### src/rtl/even_parity_rx_if.sv
// even_parity_rx_if: serial line, status and counter signals of the even-parity receiver.
interface even_parity_rx_if #(
   parameter int DATA_W = 4,
   parameter int CNT_W  = 8
);
   logic              rx_in;
   logic              clr_count;
   logic [DATA_W-1:0] data_out;
   logic              data_valid;
   logic              parity_err;
   logic              frame_err;
   logic              busy;
   logic [CNT_W-1:0]  err_count;
   modport master (output rx_in, clr_count,
                   input  data_out, data_valid, parity_err, frame_err, busy, err_count);
   modport slave  (input  rx_in, clr_count,
                   output data_out, data_valid, parity_err, frame_err, busy, err_count);
endinterface

### src/rtl/even_parity_rx.sv
// even_parity_rx: deserialises start/data/parity/stop frames, flags parity and framing
// errors and keeps a saturating parity-error count.
module even_parity_rx #(
   parameter int DATA_W     = 4,
   parameter int BIT_CYCLES = 4,
   parameter int CNT_W      = 8
) (
   input logic              clk,
   input logic              rst,
   even_parity_rx_if.slave  bus
);
   localparam int HALF = BIT_CYCLES / 2;
   localparam int CW   = $clog2(BIT_CYCLES);
   localparam int IW   = $clog2(DATA_W);
   typedef enum logic [2:0] {IDLE, START, DATA, PARITY, STOP, DONE} state_t;
   state_t            r_state, w_next;
   logic [CW-1:0]     r_cnt;
   logic [IW-1:0]     r_idx;
   logic [DATA_W-1:0] r_shift, r_data;
   logic [CNT_W-1:0]  r_err_cnt;
   logic              r_armed, r_par, r_perr, r_ferr;
   logic              w_half, w_tick, w_last, w_wrap;
   assign w_half = r_cnt == CW'(HALF - 1);
   assign w_tick = r_cnt == CW'(BIT_CYCLES - 1);
   assign w_last = r_idx == IW'(DATA_W - 1);
   assign w_wrap = (r_state == START) ? w_half : w_tick;
   always_ff @(posedge clk or posedge rst) begin
      if (rst) r_state <= IDLE;
      else     r_state <= w_next;
   end
   always_comb begin
      w_next = r_state;
      case (r_state)
         IDLE:    w_next = (r_armed && !bus.rx_in) ? START : IDLE;
         START:   w_next = !w_half ? START : (bus.rx_in ? IDLE : DATA);
         DATA:    w_next = (w_tick && w_last) ? PARITY : DATA;
         PARITY:  w_next = w_tick ? STOP : PARITY;
         STOP:    w_next = w_tick ? DONE : STOP;
         default: w_next = IDLE;
      endcase
   end
   always_comb begin
      bus.busy       = r_state != IDLE;
      bus.data_valid = r_state == DONE;
   end
   // Outputs are captured at the stop sample so they are already valid during DONE.
   always_ff @(posedge clk or posedge rst) begin
      if (rst) begin
         r_cnt     <= '0;
         r_idx     <= '0;
         r_shift   <= '0;
         r_data    <= '0;
         r_armed   <= 1'b0;
         r_par     <= 1'b0;
         r_perr    <= 1'b0;
         r_ferr    <= 1'b0;
         r_err_cnt <= '0;
      end else begin
         r_cnt <= (r_state == IDLE || r_state == DONE || w_wrap) ? '0 : r_cnt + 1'b1;
         if (r_state == IDLE) begin
            r_idx <= '0;
            if (bus.rx_in) r_armed <= 1'b1;
         end
         if (r_state == DATA && w_tick) begin
            r_shift[r_idx] <= bus.rx_in;
            r_idx          <= w_last ? '0 : r_idx + 1'b1;
         end
         if (r_state == PARITY && w_tick) r_par <= bus.rx_in;
         if (r_state == STOP && w_tick) begin
            r_data  <= r_shift;
            r_perr  <= ^r_shift ^ r_par;
            r_ferr  <= ~bus.rx_in;
            r_armed <= bus.rx_in;
         end
         if (bus.clr_count)
            r_err_cnt <= '0;
         else if (r_state == DONE && r_perr && r_err_cnt != '1)
            r_err_cnt <= r_err_cnt + 1'b1;
      end
   end
   assign bus.data_out   = r_data;
   assign bus.parity_err = r_perr;
   assign bus.frame_err  = r_ferr;
   assign bus.err_count  = r_err_cnt;
endmodule
### src/flat_wrapper.sv
// flat-port wrapper written by rule: the top's interface ports become plain ports
module even_parity_rx_flat 
#(
   parameter int DATA_W     = 4,
   parameter int BIT_CYCLES = 4,
   parameter int CNT_W      = 8
)
  (clk, rst, bus_rx_in, bus_clr_count, bus_data_out, bus_data_valid, bus_parity_err, bus_frame_err, bus_busy, bus_err_count);
  even_parity_rx_if #(.DATA_W(DATA_W), .CNT_W(CNT_W)) bus_i ();
  input logic clk;
  input logic rst;
  input wire logic [$bits(bus_i.rx_in)-1:0] bus_rx_in;
  input wire logic [$bits(bus_i.clr_count)-1:0] bus_clr_count;
  output wire logic [$bits(bus_i.data_out)-1:0] bus_data_out;
  output wire logic [$bits(bus_i.data_valid)-1:0] bus_data_valid;
  output wire logic [$bits(bus_i.parity_err)-1:0] bus_parity_err;
  output wire logic [$bits(bus_i.frame_err)-1:0] bus_frame_err;
  output wire logic [$bits(bus_i.busy)-1:0] bus_busy;
  output wire logic [$bits(bus_i.err_count)-1:0] bus_err_count;
  assign bus_i.rx_in = bus_rx_in;
  assign bus_i.clr_count = bus_clr_count;
  assign bus_data_out = bus_i.data_out;
  assign bus_data_valid = bus_i.data_valid;
  assign bus_parity_err = bus_i.parity_err;
  assign bus_frame_err = bus_i.frame_err;
  assign bus_busy = bus_i.busy;
  assign bus_err_count = bus_i.err_count;
  even_parity_rx #(.DATA_W(DATA_W), .BIT_CYCLES(BIT_CYCLES), .CNT_W(CNT_W)) u_core (.clk(clk), .rst(rst), .bus(bus_i));
endmodule
### config.mk
export PLATFORM = sky130hd
export DESIGN_NAME = even_parity_rx_flat
export DESIGN_NICKNAME = d
export VERILOG_FILES = /design/src/rtl/even_parity_rx_if.sv /design/src/rtl/even_parity_rx.sv /design/src/flat_wrapper.sv
export SDC_FILE = /design/constraint.sdc
export NUM_CORES = 1
export LEC_CHECK = 0
export BUFFER_PORTS_ARGS = -buffer_cell sky130_fd_sc_hd__buf_2
export CORE_MARGIN = 4
export CORE_UTILIZATION = 38
export DETAILED_ROUTE_END_ITERATION = 6
export GPL_ROUTABILITY_DRIVEN = 0
export PLACE_DENSITY_LB_ADDON = 0.12
export RECOVER_POWER = 100
export SKIP_CTS_REPAIR_TIMING = 1
export SYNTH_ARGS = -nofsm -noshare
export SYNTH_HDL_FRONTEND = slang
export SYNTH_SLANG_ARGS = --single-unit
### constraint.sdc
create_clock -name clk -period 5 [get_ports clk]
set_clock_uncertainty 0.2 [all_clocks]
set_input_delay 0.25 -clock clk [delete_from_list [all_inputs] [get_ports clk]]
set_output_delay 0.25 -clock clk [all_outputs]
set_load 0.02 [all_outputs]
==> results of run 1 <==
cell type report:
class / instances / area (µm²)
inverter: 11 / 41.29
clock buffer: 3 / 41.29
clock inverter: 1 / 5.005
timing repair buffer: 19 / 76.32
tap: 48 / 60.06
multi-input combinational: 88 / 641.9
sequential: 27 / 675.6
fill: 375 / 2147
routing by layer:
layer  track usage (%)  vias to the layer above
li1                  -                      489
met1             15.52                      484
met2             17.52                       15
met3             2.878                        2
met4             3.191                        0
met5                 0                        -
state kept, by name (all words and copies together), names as in the netlist:
| register | flops |
|---|---|
| u_core.bus.err_count | 8 |
| u_core.r_state | 3 |
| u_core.r_idx | 2 |
| u_core.r_armed | 1 |
| u_core.bus.parity_err | 1 |
| u_core.bus.data_out | 4 |
| u_core.r_shift | 4 |
| u_core.r_par | 1 |
| u_core.bus.frame_err | 1 |
| u_core.r_cnt | 2 |
cell usage after synthesis (2+ instances only):
library cell and count:
dfrtp_1 27, nor2_1 13, inv_1 11, nand2_1 10, xnor2_1 10, ha_1 7, a21oi_1 6, mux2_2 6
mux2_1 4, o21ai_0 4, a211oi_1 2, a22o_1 2
metrics by stage:
stage               worst slack, ns  util [%]  hold WS (ns)  area, µm²  std cells
global placement              3.123     42.77        0.2474       1578        193
CTS                           3.039     44.03       0.03821       1624        197
floorplan                     3.174         -        0.1027       1454        131
detailed placement            3.055     42.77        0.2608       1578        193
global route                  2.524     41.79       0.04631       1541        197
finish                        2.780     41.79       0.01334       1541        197
cell families (layout without fill, tap and decap cells):
family          after synthesis  count (layout)  synth area share [%]
xor+xnor                     10              10                 6.024
fa+ha+maj                     7               7                 6.024
compound gates               20              20                 11.02
buf+inv                      16              34                 4.991
mux                          11              11                 8.433
flops                        27              27                 46.47
simple gates                 40              40                 17.04
power breakdown:
part / switching (W) / total [W] / internal (W)
Combinational: 0.0000850 / 0.000162 / 0.0000771
Sequential: 0.0000496 / 0.000304 / 0.000255
Clock: 0.0000683 / 0.000124 / 0.0000558
final timing paths:
check | from | end | slack (ns) | cells past startpoint
setup / recovery | u_core.r_cnt[0]$_DFF_PP0_ | u_core.r_shift[2]$_DFFE_PP0P_ | 2.78 | 5
hold / removal | rst | u_core.bus.frame_err$_DFFE_PP0N_ | 0.01 | 2
setup reg to reg | u_core.r_cnt[0]$_DFF_PP0_ | u_core.r_shift[2]$_DFFE_PP0P_ | 2.78 | 5
hold reg to reg | u_core.r_cnt[0]$_DFF_PP0_ | u_core.r_cnt[0]$_DFF_PP0_ | 0.27 | 1
max in group asynchronous | rst | u_core.bus.err_count[4]$_DFFE_PP0P_ | 3.96 | 2
min in group clk | bus_clr_count | u_core.bus.err_count[0]$_DFFE_PP0P_ | 0.04 | 2
==> impl_metrics.env, run 1 <==
export IMPL_worstMarginPinSlew_ns=1.034
export IMPL_synth_seq_cells=27
export IMPL_final_common_cell="dfrtp_1"
export IMPL_synth_top_cell_by_area="dfrtp_1"
export IMPL_worst_hold_path_type="primary input to async pin"
export IMPL_power_w=0.0005903
export IMPL_synth_top_flop_cell="dfrtp_1"
export IMPL_synth_seq_area_share_pct=46.47
export IMPL_route_detailed_drc=0
export IMPL_cts_root_buf="clkbuf_8"
export IMPL_tns_ns=0
export IMPL_numClockSinks=27
export IMPL_ys_async_sr_fraction_pct=100.0
export IMPL_power_density_mw_per_mm2=383.0
export IMPL_max_stage_delay_ns=0.65
export IMPL_antenna_cells=0
export IMPL_setup_violations=0
export IMPL_endpoint_kind="flip-flop"
export IMPL_total_leakage_power_nw=0.6412
export IMPL_clock_latency_ns=0.27
export IMPL_slew_headroom_pct=30.98
export IMPL_grt_max_degree=28
export IMPL_track_usage_pct=11.28
export IMPL_path_clk_slew_ns=0.09
export IMPL_hold_viol=0
export IMPL_fin_nets=161
export IMPL_cap_viol_max_count=0
export IMPL_die_area_mm2=0.004880
export IMPL_cp_start_kind="flip-flop"
export IMPL_syn_nets=142
export IMPL_arrival_ns=2.18
export IMPL_grt_ovfl_total=0
export IMPL_area_growth_pct=6.024
export IMPL_ys_top_cells_by_area="dfrtp_1 46%, ha_1 6.0%, xnor2_1 6.0%"
export IMPL_final_max_slew_viol_count=0
export IMPL_drt_iter0_drc=39
export IMPL_post_route_period_util_pct=44.40
export IMPL_die_h_um=69.86
export IMPL_die_w_um=69.86
export IMPL_status="finished clean"
export IMPL_crit_chain="ha_1, nand2b_2, nor3b_1, nand2_1, mux2_1"
export IMPL_grt_pass1_vias=981
export IMPL_antenna_found_initial=0
export IMPL_layout_common_cells="27 x dfrtp_1, 15 x clkbuf_1, 14 x nor2_1"
export IMPL_required_ns=4.96
export IMPL_dr_pass1_iters=4
export IMPL_wl_met2_um=1196
export IMPL_critPathKind="flip-flop to flip-flop"
export IMPL_layout_drive_gt1_share_pct=10.74
export IMPL_cp_slowest_cell="nor3b_1"
export IMPL_routed_wl_um=2628
export IMPL_dr_max_layer_used="met4"
export IMPL_rsz0062_at_grt="false"
export IMPL_cts_tree="done"
export IMPL_dr_wl_met3_um=108
export IMPL_vias=990
export IMPL_antenna_left=0
export IMPL_period_minus_slack_ns=2.220
export IMPL_synthDistinctLibCells=41
export IMPL_initial_core_util_pct=39.42
export IMPL_syn_avg_cell_area_um2=11.10
export IMPL_grt_pass1_wl_um=4574
export IMPL_viasPerCell=5.025
export IMPL_htreeDepth=1
export IMPL_cp_num_buf_inv=0
export IMPL_cts_buffer_depth=2
export IMPL_pin_count=20
export IMPL_portBuffers=19
export IMPL_synth_cells=131
export IMPL_met1Wirelength_um=1303
export IMPL_synth_enable_flop_cells=0
export IMPL_vdd_drop_max_mv=0.1813
export IMPL_fp_coreArea_mm2=0.003689
export IMPL_cts_buffers=3
export IMPL_cp_max_fo=7
export IMPL_max_freq_ghz=0.4504
export IMPL_cp_top_family="simple AND/OR/NAND/NOR gates"
export IMPL_yosysTopAreaCellShare_pct=46.47
export IMPL_syn_area_mm2=0.001454
export IMPL_rows=22
export IMPL_post_drt_wl_per_cell_um=13.34
export IMPL_hpwl_um=1889
export IMPL_yosysWarnings=0
No activity file was read; power rests on OpenSTA's default activity.
==> inputs of run 2 (changes only) <==
==> constraint.sdc (replaced) <==
create_clock -name clk -period 1.95 [get_ports clk]
set_clock_uncertainty 0.2 [all_clocks]
set_input_delay 0.0975 -clock clk [delete_from_list [all_inputs] [get_ports clk]]
set_output_delay 0.0975 -clock clk [all_outputs]
set_load 0.02 [all_outputs]
==> run 2 against run 1 <==
Effect of this change: largest power group unchanged; utilization grew 3.2 points; cell count grew 5.1%; critical endpoint is now u_core.bus.err_count[5]$_DFFE_PP0P_; critical path depth is the same; largest cell class is now multi-input gates; total power grew to 2.7 times the previous value; combinational power grew to 3.3 times the previous value; die area is the same.
==> impl_metrics.env, run 2 (synthesis gave the netlist of run 1 again) <==
export IMPL_worst_r2r_setup_slack_ns=0.12
export IMPL_grt_pass1_vias=1013
export IMPL_cts_buffer_depth=2
export IMPL_slew_headroom_pct=54.81
export IMPL_reg2regPathDepth=5
export IMPL_total_leakage_power_nw=0.7093
export IMPL_pin_count=20
export IMPL_cts_root_buf="clkbuf_8"
export IMPL_die_h_um=69.86
export IMPL_max_freq_ghz=0.5464
export IMPL_antenna_left=0
export IMPL_cp_start_kind="flip-flop"
export IMPL_fill_cells=388
export IMPL_drt_iter0_drc=28
export IMPL_rr_endpoint="u_core.bus.err_count[5]$_DFFE_PP0P_"
export IMPL_final_common_cell="dfrtp_1"
export IMPL_antenna_cells=0
export IMPL_clock_latency_ns=0.27
export IMPL_fin_nets=171
export IMPL_status="finished clean"
export IMPL_track_usage_pct=12.06
export IMPL_worstMarginPinSlew_ns=0.6778
export IMPL_critPathKind="flip-flop to flip-flop"
export IMPL_worst_hold_path_type="flip-flop to flip-flop"
export IMPL_layout_common_cells="27 x dfrtp_1, 16 x clkbuf_1, 13 x nor2_1"
export IMPL_grt_max_degree=28
export IMPL_crit_start="u_core.bus.err_count[0]$_DFFE_PP0P_"
export IMPL_reg2reg_from="u_core.bus.err_count[0]$_DFFE_PP0P_"
export IMPL_rsz0062_at_grt="false"
export IMPL_cts_buffers=3
export IMPL_period_minus_slack_ns=1.830
export IMPL_grt_pass1_wl_um=4774
export IMPL_grt_ovfl_total=0
export IMPL_final_max_slew_viol_count=0
export IMPL_cp_max_fo=5
export IMPL_fp_coreArea_mm2=0.003689
export IMPL_dp_cells=200
export IMPL_tns_ns=0
export IMPL_area_growth_pct=14.20
export IMPL_route_detailed_drc=0
export IMPL_seqCellArea_um2=675.6
export IMPL_cap_viol_max_count=0
export IMPL_portBuffers=19
export IMPL_cts_tree="done"
export IMPL_dr_pass1_iters=4
export IMPL_routed_wl_um=2702
export IMPL_initial_core_util_pct=39.42
export IMPL_htreeDepth=1
export IMPL_multi_input_area_um2=686.9
export IMPL_cp_endpoint="u_core.bus.err_count[5]$_DFFE_PP0P_"
export IMPL_die_w_um=69.86
export IMPL_hpwl_um=1973
export IMPL_layout_drive_gt1_share_pct=17.61
export IMPL_design_area_mm2=0.001660
export IMPL_fin_cells=207
export IMPL_required_ns=1.91
export IMPL_endpoint_kind="flip-flop"
export IMPL_post_route_period_util_pct=93.86
export IMPL_die_area_mm2=0.004880
export IMPL_rows=22
export IMPL_antenna_found_initial=0
export IMPL_viasPerCell=4.957
export IMPL_post_dp_cell_area_mm2=0.001630
export IMPL_post_drt_wl_per_cell_um=13.05
export IMPL_vdd_drop_max_mv=0.5406
export IMPL_hold_viol=0
export IMPL_arrival_ns=1.79
export IMPL_power_density_mw_per_mm2=945.0
export IMPL_vias=1026
export IMPL_largest_reg_flops=8
export IMPL_setup_violations=0
export IMPL_numClockSinks=27
export IMPL_path_clk_slew_ns=0.09
-- run 2: critical path, stage by stage (launching register included) --
cell       delay (ns)
dfrtp_1          0.42
ha_1             0.24
and3_1           0.24
a2111oi_2        0.40
xnor2_1          0.16
nor2_1           0.05
-- run 2: how the worst min path moves through the flow --
stage	from	end	slack, ns	cells after the start
after global placement	rst	u_core.bus.data_out[0]$_DFFE_PP0N_	-0.02	3
final	u_core.r_cnt[0]$_DFF_PP0_	u_core.r_cnt[0]$_DFF_PP0_	0.27	1
after detailed placement	rst	u_core.bus.err_count[2]$_DFFE_PP0P_	-0.02	3
after floorplan	rst	u_core.bus.data_out[0]$_DFFE_PP0N_	-0.05	1
after CTS	rst	u_core.r_state[0]$_DFF_PP0_	-0.32	3
after global routing	u_core.r_cnt[0]$_DFF_PP0_	u_core.r_cnt[0]$_DFF_PP0_	0.31	1
-- run 2: metrics by stage --
step | util (%) | hold WS (ns) | power (W) | setup slack (ns)
2_1_floorplan | - | -0.04978 | 0.001160 | 0.1236
5_1_grt | 45.01 | 0.3149 | 0.001716 | 0.02629
3_3_place_gp | 44.20 | -0.02145 | 0.001276 | 0.2055
3_5_place_dp | 44.20 | -0.01729 | 0.001287 | 0.1472
4_1_cts | 45.45 | -0.3201 | 0.001616 | 0.1255
6_report | 45.01 | 0.2720 | 0.001569 | 0.1198
-- run 2: layer usage --
layer	part of all wire, %	GRT usage [%]
met1	45	14.88
met2	50	20.25
met3	3.6	3.453
met4	1.5	3.830
met5	0	0
-- run 2: cell type report --
class	instances	share of cell area, %
multi-input combinational	88	41.37
sequential	27	40.69
tap	48	3.617
inverter	11	2.487
timing repair buffer	29	9.043
clock buffer	3	2.487
clock inverter	1	0.3014
-- run 2: report_power, final --
group	total [W]	internal [W]	leakage (nW)	switching, W
logic	0.000530	0.000250	0.335	0.000280
registers	0.000728	0.000653	0.349	0.0000747
clock network	0.000311	0.000143	0.0255	0.000168
total	0.00157	0.00105	0.709	0.000523
==> inputs of run 3 (changes only) <==
--- a/config.mk
+++ b/config.mk
@@ -6,8 +6,10 @@
 export NUM_CORES = 1
 export LEC_CHECK = 0
 export BUFFER_PORTS_ARGS = -buffer_cell sky130_fd_sc_hd__buf_2
+export CAP_MARGIN = 20
 export CORE_MARGIN = 4
-export CORE_UTILIZATION = 38
+export CORE_UTILIZATION = 50
+export CTS_CLUSTER_SIZE = 24
 export DETAILED_ROUTE_END_ITERATION = 6
 export GPL_ROUTABILITY_DRIVEN = 0
 export PLACE_DENSITY_LB_ADDON = 0.12
==> run 3 against run 2 <==
Effect of this change: non-clock buffer count decreased by 1; combinational power increased by 2%; die area decreased by 21%; sequential power decreased by 1%; clock power decreased by 24%; total power decreased by 4.5%; design area decreased by 2.9%; count of clock-buffer cells in the layout unchanged; critical path depth unchanged; utilization increased by 13 points; setup slack got worse by 0.016 ns; critical path type unchanged; largest power group unchanged.
==> impl_metrics.env, run 3 (synthesis gave the netlist of run 1 again) <==
export IMPL_hpwl_um=1946
export IMPL_initial_core_util_pct=52.72
export IMPL_cts_tree="done"
export IMPL_cts_buffers=3
export IMPL_htreeDepth=1
export IMPL_endpoint_kind="flip-flop"
export IMPL_slew_headroom_pct=55.26
export IMPL_max_stage_delay_ns=0.45
export IMPL_status="finished clean"
export IMPL_worst_hold_path_type="flip-flop to flip-flop"
export IMPL_pin_count=20
export IMPL_viasPerCell=5.365
export IMPL_timing_hold_ws_ns=0.2795
export IMPL_min_from="u_core.r_cnt[0]$_DFF_PP0_"
export IMPL_rr_endpoint="u_core.bus.err_count[7]$_DFFE_PP0P_"
export IMPL_die_h_um=61.93
export IMPL_period_minus_slack_ns=1.847
export IMPL_design_area_mm2=0.001612
export IMPL_tns_ns=0
export IMPL_antenna_left=0
export IMPL_die_area_mm2=0.003835
export IMPL_fill_cells=253
export IMPL_cts_buffer_depth=2
export IMPL_vias=1014
export IMPL_grt_max_degree=28
export IMPL_holdPathStages=1
export IMPL_numClockSinks=27
export IMPL_fin_nets=170
export IMPL_vdd_drop_max_mv=0.5350
export IMPL_fin_cells=189
export IMPL_critPathKind="flip-flop to flip-flop"
export IMPL_post_route_period_util_pct=94.69
export IMPL_dr_pass1_iters=6
export IMPL_final_common_cell="dfrtp_1"
export IMPL_cp_num_buf_inv=0
export IMPL_cp_slowest_cell="dfrtp_1"
export IMPL_cp_start_kind="flip-flop"
export IMPL_cp_top_family="simple AND/OR/NAND/NOR gates"
export IMPL_route_detailed_drc=0
export IMPL_track_usage_pct=15.36
export IMPL_reg2reg_from="u_core.bus.err_count[0]$_DFFE_PP0P_"
export IMPL_max_freq_ghz=0.5416
export IMPL_largest_reg_flops=8
export IMPL_layout_common_cells="27 x dfrtp_1, 17 x clkbuf_1, 13 x nor2_1"
export IMPL_setup_violations=0
export IMPL_grt_pass1_wl_um=4353
export IMPL_antenna_cells=0
export IMPL_rows=19
export IMPL_cap_viol_max_count=0
export IMPL_dp_cells=182
export IMPL_total_leakage_power_nw=0.6905
export IMPL_grt_pass1_vias=983
export IMPL_clock_latency_ns=0.32
export IMPL_worst_r2r_setup_slack_ns=0.10
export IMPL_path_clk_slew_ns=0.14
export IMPL_area_growth_pct=10.84
export IMPL_rsz0062_at_grt="false"
export IMPL_crit_chain="ha_1, and3_1, nor4b_1, xnor2_1, nor2_1"
export IMPL_antenna_found_initial=0
export IMPL_required_ns=1.97
export IMPL_power_w=0.001499
export IMPL_cp_max_fo=5
export IMPL_die_w_um=61.93
export IMPL_worstMarginPinSlew_ns=0.6711
export IMPL_post_drt_wl_per_cell_um=14.03
export IMPL_fp_coreArea_mm2=0.002758
export IMPL_final_max_slew_viol_count=0
export IMPL_routed_wl_um=2651
export IMPL_cts_root_buf="clkbuf_4"
export IMPL_arrival_ns=1.87
export IMPL_post_dp_cell_area_mm2=0.001602
export IMPL_min_to="u_core.r_cnt[0]$_DFF_PP0_"
export IMPL_power_density_mw_per_mm2=929.9
export IMPL_hold_viol=0
export IMPL_drt_iter0_drc=74
export IMPL_reg2regPathDepth=5
export IMPL_grt_ovfl_total=0
export IMPL_portBuffers=19
export IMPL_layout_drive_gt1_share_pct=15.82
[run 3: cell count changes in the layout (fill, tap and decap cells not counted), sizes merged]
| cell | previous run | this run |
|---|---|---|
| buf | 8 | 7 |
[run 3: per-stage QoR]
stage / setup WS (ns) / util, %
floorplan: 0.1236 / -
global placement: 0.2048 / 58.08
detailed placement: 0.1698 / 58.08
CTS: 0.1231 / 59.07
global route: 0.01120 / 58.44
finish: 0.1035 / 58.44
[run 3: worst max path at each step]
stage          cells after the start                                  end  slack [ns]                                 from
3_5_place_dp                       5  u_core.bus.err_count[5]$_DFFE_PP0P_        0.17  u_core.bus.err_count[0]$_DFFE_PP0P_
3_3_place_gp                       5  u_core.bus.err_count[5]$_DFFE_PP0P_        0.20  u_core.bus.err_count[0]$_DFFE_PP0P_
2_1_floorplan                      5  u_core.bus.err_count[5]$_DFFE_PP0P_        0.12  u_core.bus.err_count[0]$_DFFE_PP0P_
5_1_grt                            4                             bus_busy        0.01          u_core.r_state[2]$_DFF_PP0_
6_report                           5  u_core.bus.err_count[7]$_DFFE_PP0P_        0.10  u_core.bus.err_count[0]$_DFFE_PP0P_
4_1_cts                            5  u_core.bus.err_count[5]$_DFFE_PP0P_        0.12  u_core.bus.err_count[0]$_DFFE_PP0P_
[run 3: power breakdown]
| part | switching [W] | internal [W] |
|---|---|---|
| Clock | 0.000159 | 0.0000768 |
| Sequential | 0.0000679 | 0.000653 |
| Combinational | 0.000297 | 0.000245 |
| Total | 0.000524 | 0.000975 |
[run 3: layer usage]
layer | GRT usage, % | share of wire (%) | vias to the layer above
li1 | - | - | 507
met3 | 3.926 | 4.0 | 4
met5 | 0 | 0 | -
met2 | 25.71 | 50 | 17
met1 | 19.07 | 45 | 486
met4 | 5.758 | 1.1 | 0
[run 3: final cells by class]
cell class	count	area (µm²)	share of cell area (%)
clock buffers	3	22.52	1.398
clock inverters	1	5.005	0.3106
inverters	11	41.29	2.562
multi-input cells	88	686.9	42.62
flip-flops and latches	27	675.6	41.93
well taps	31	38.79	2.407
repair buffers	28	141.4	8.773
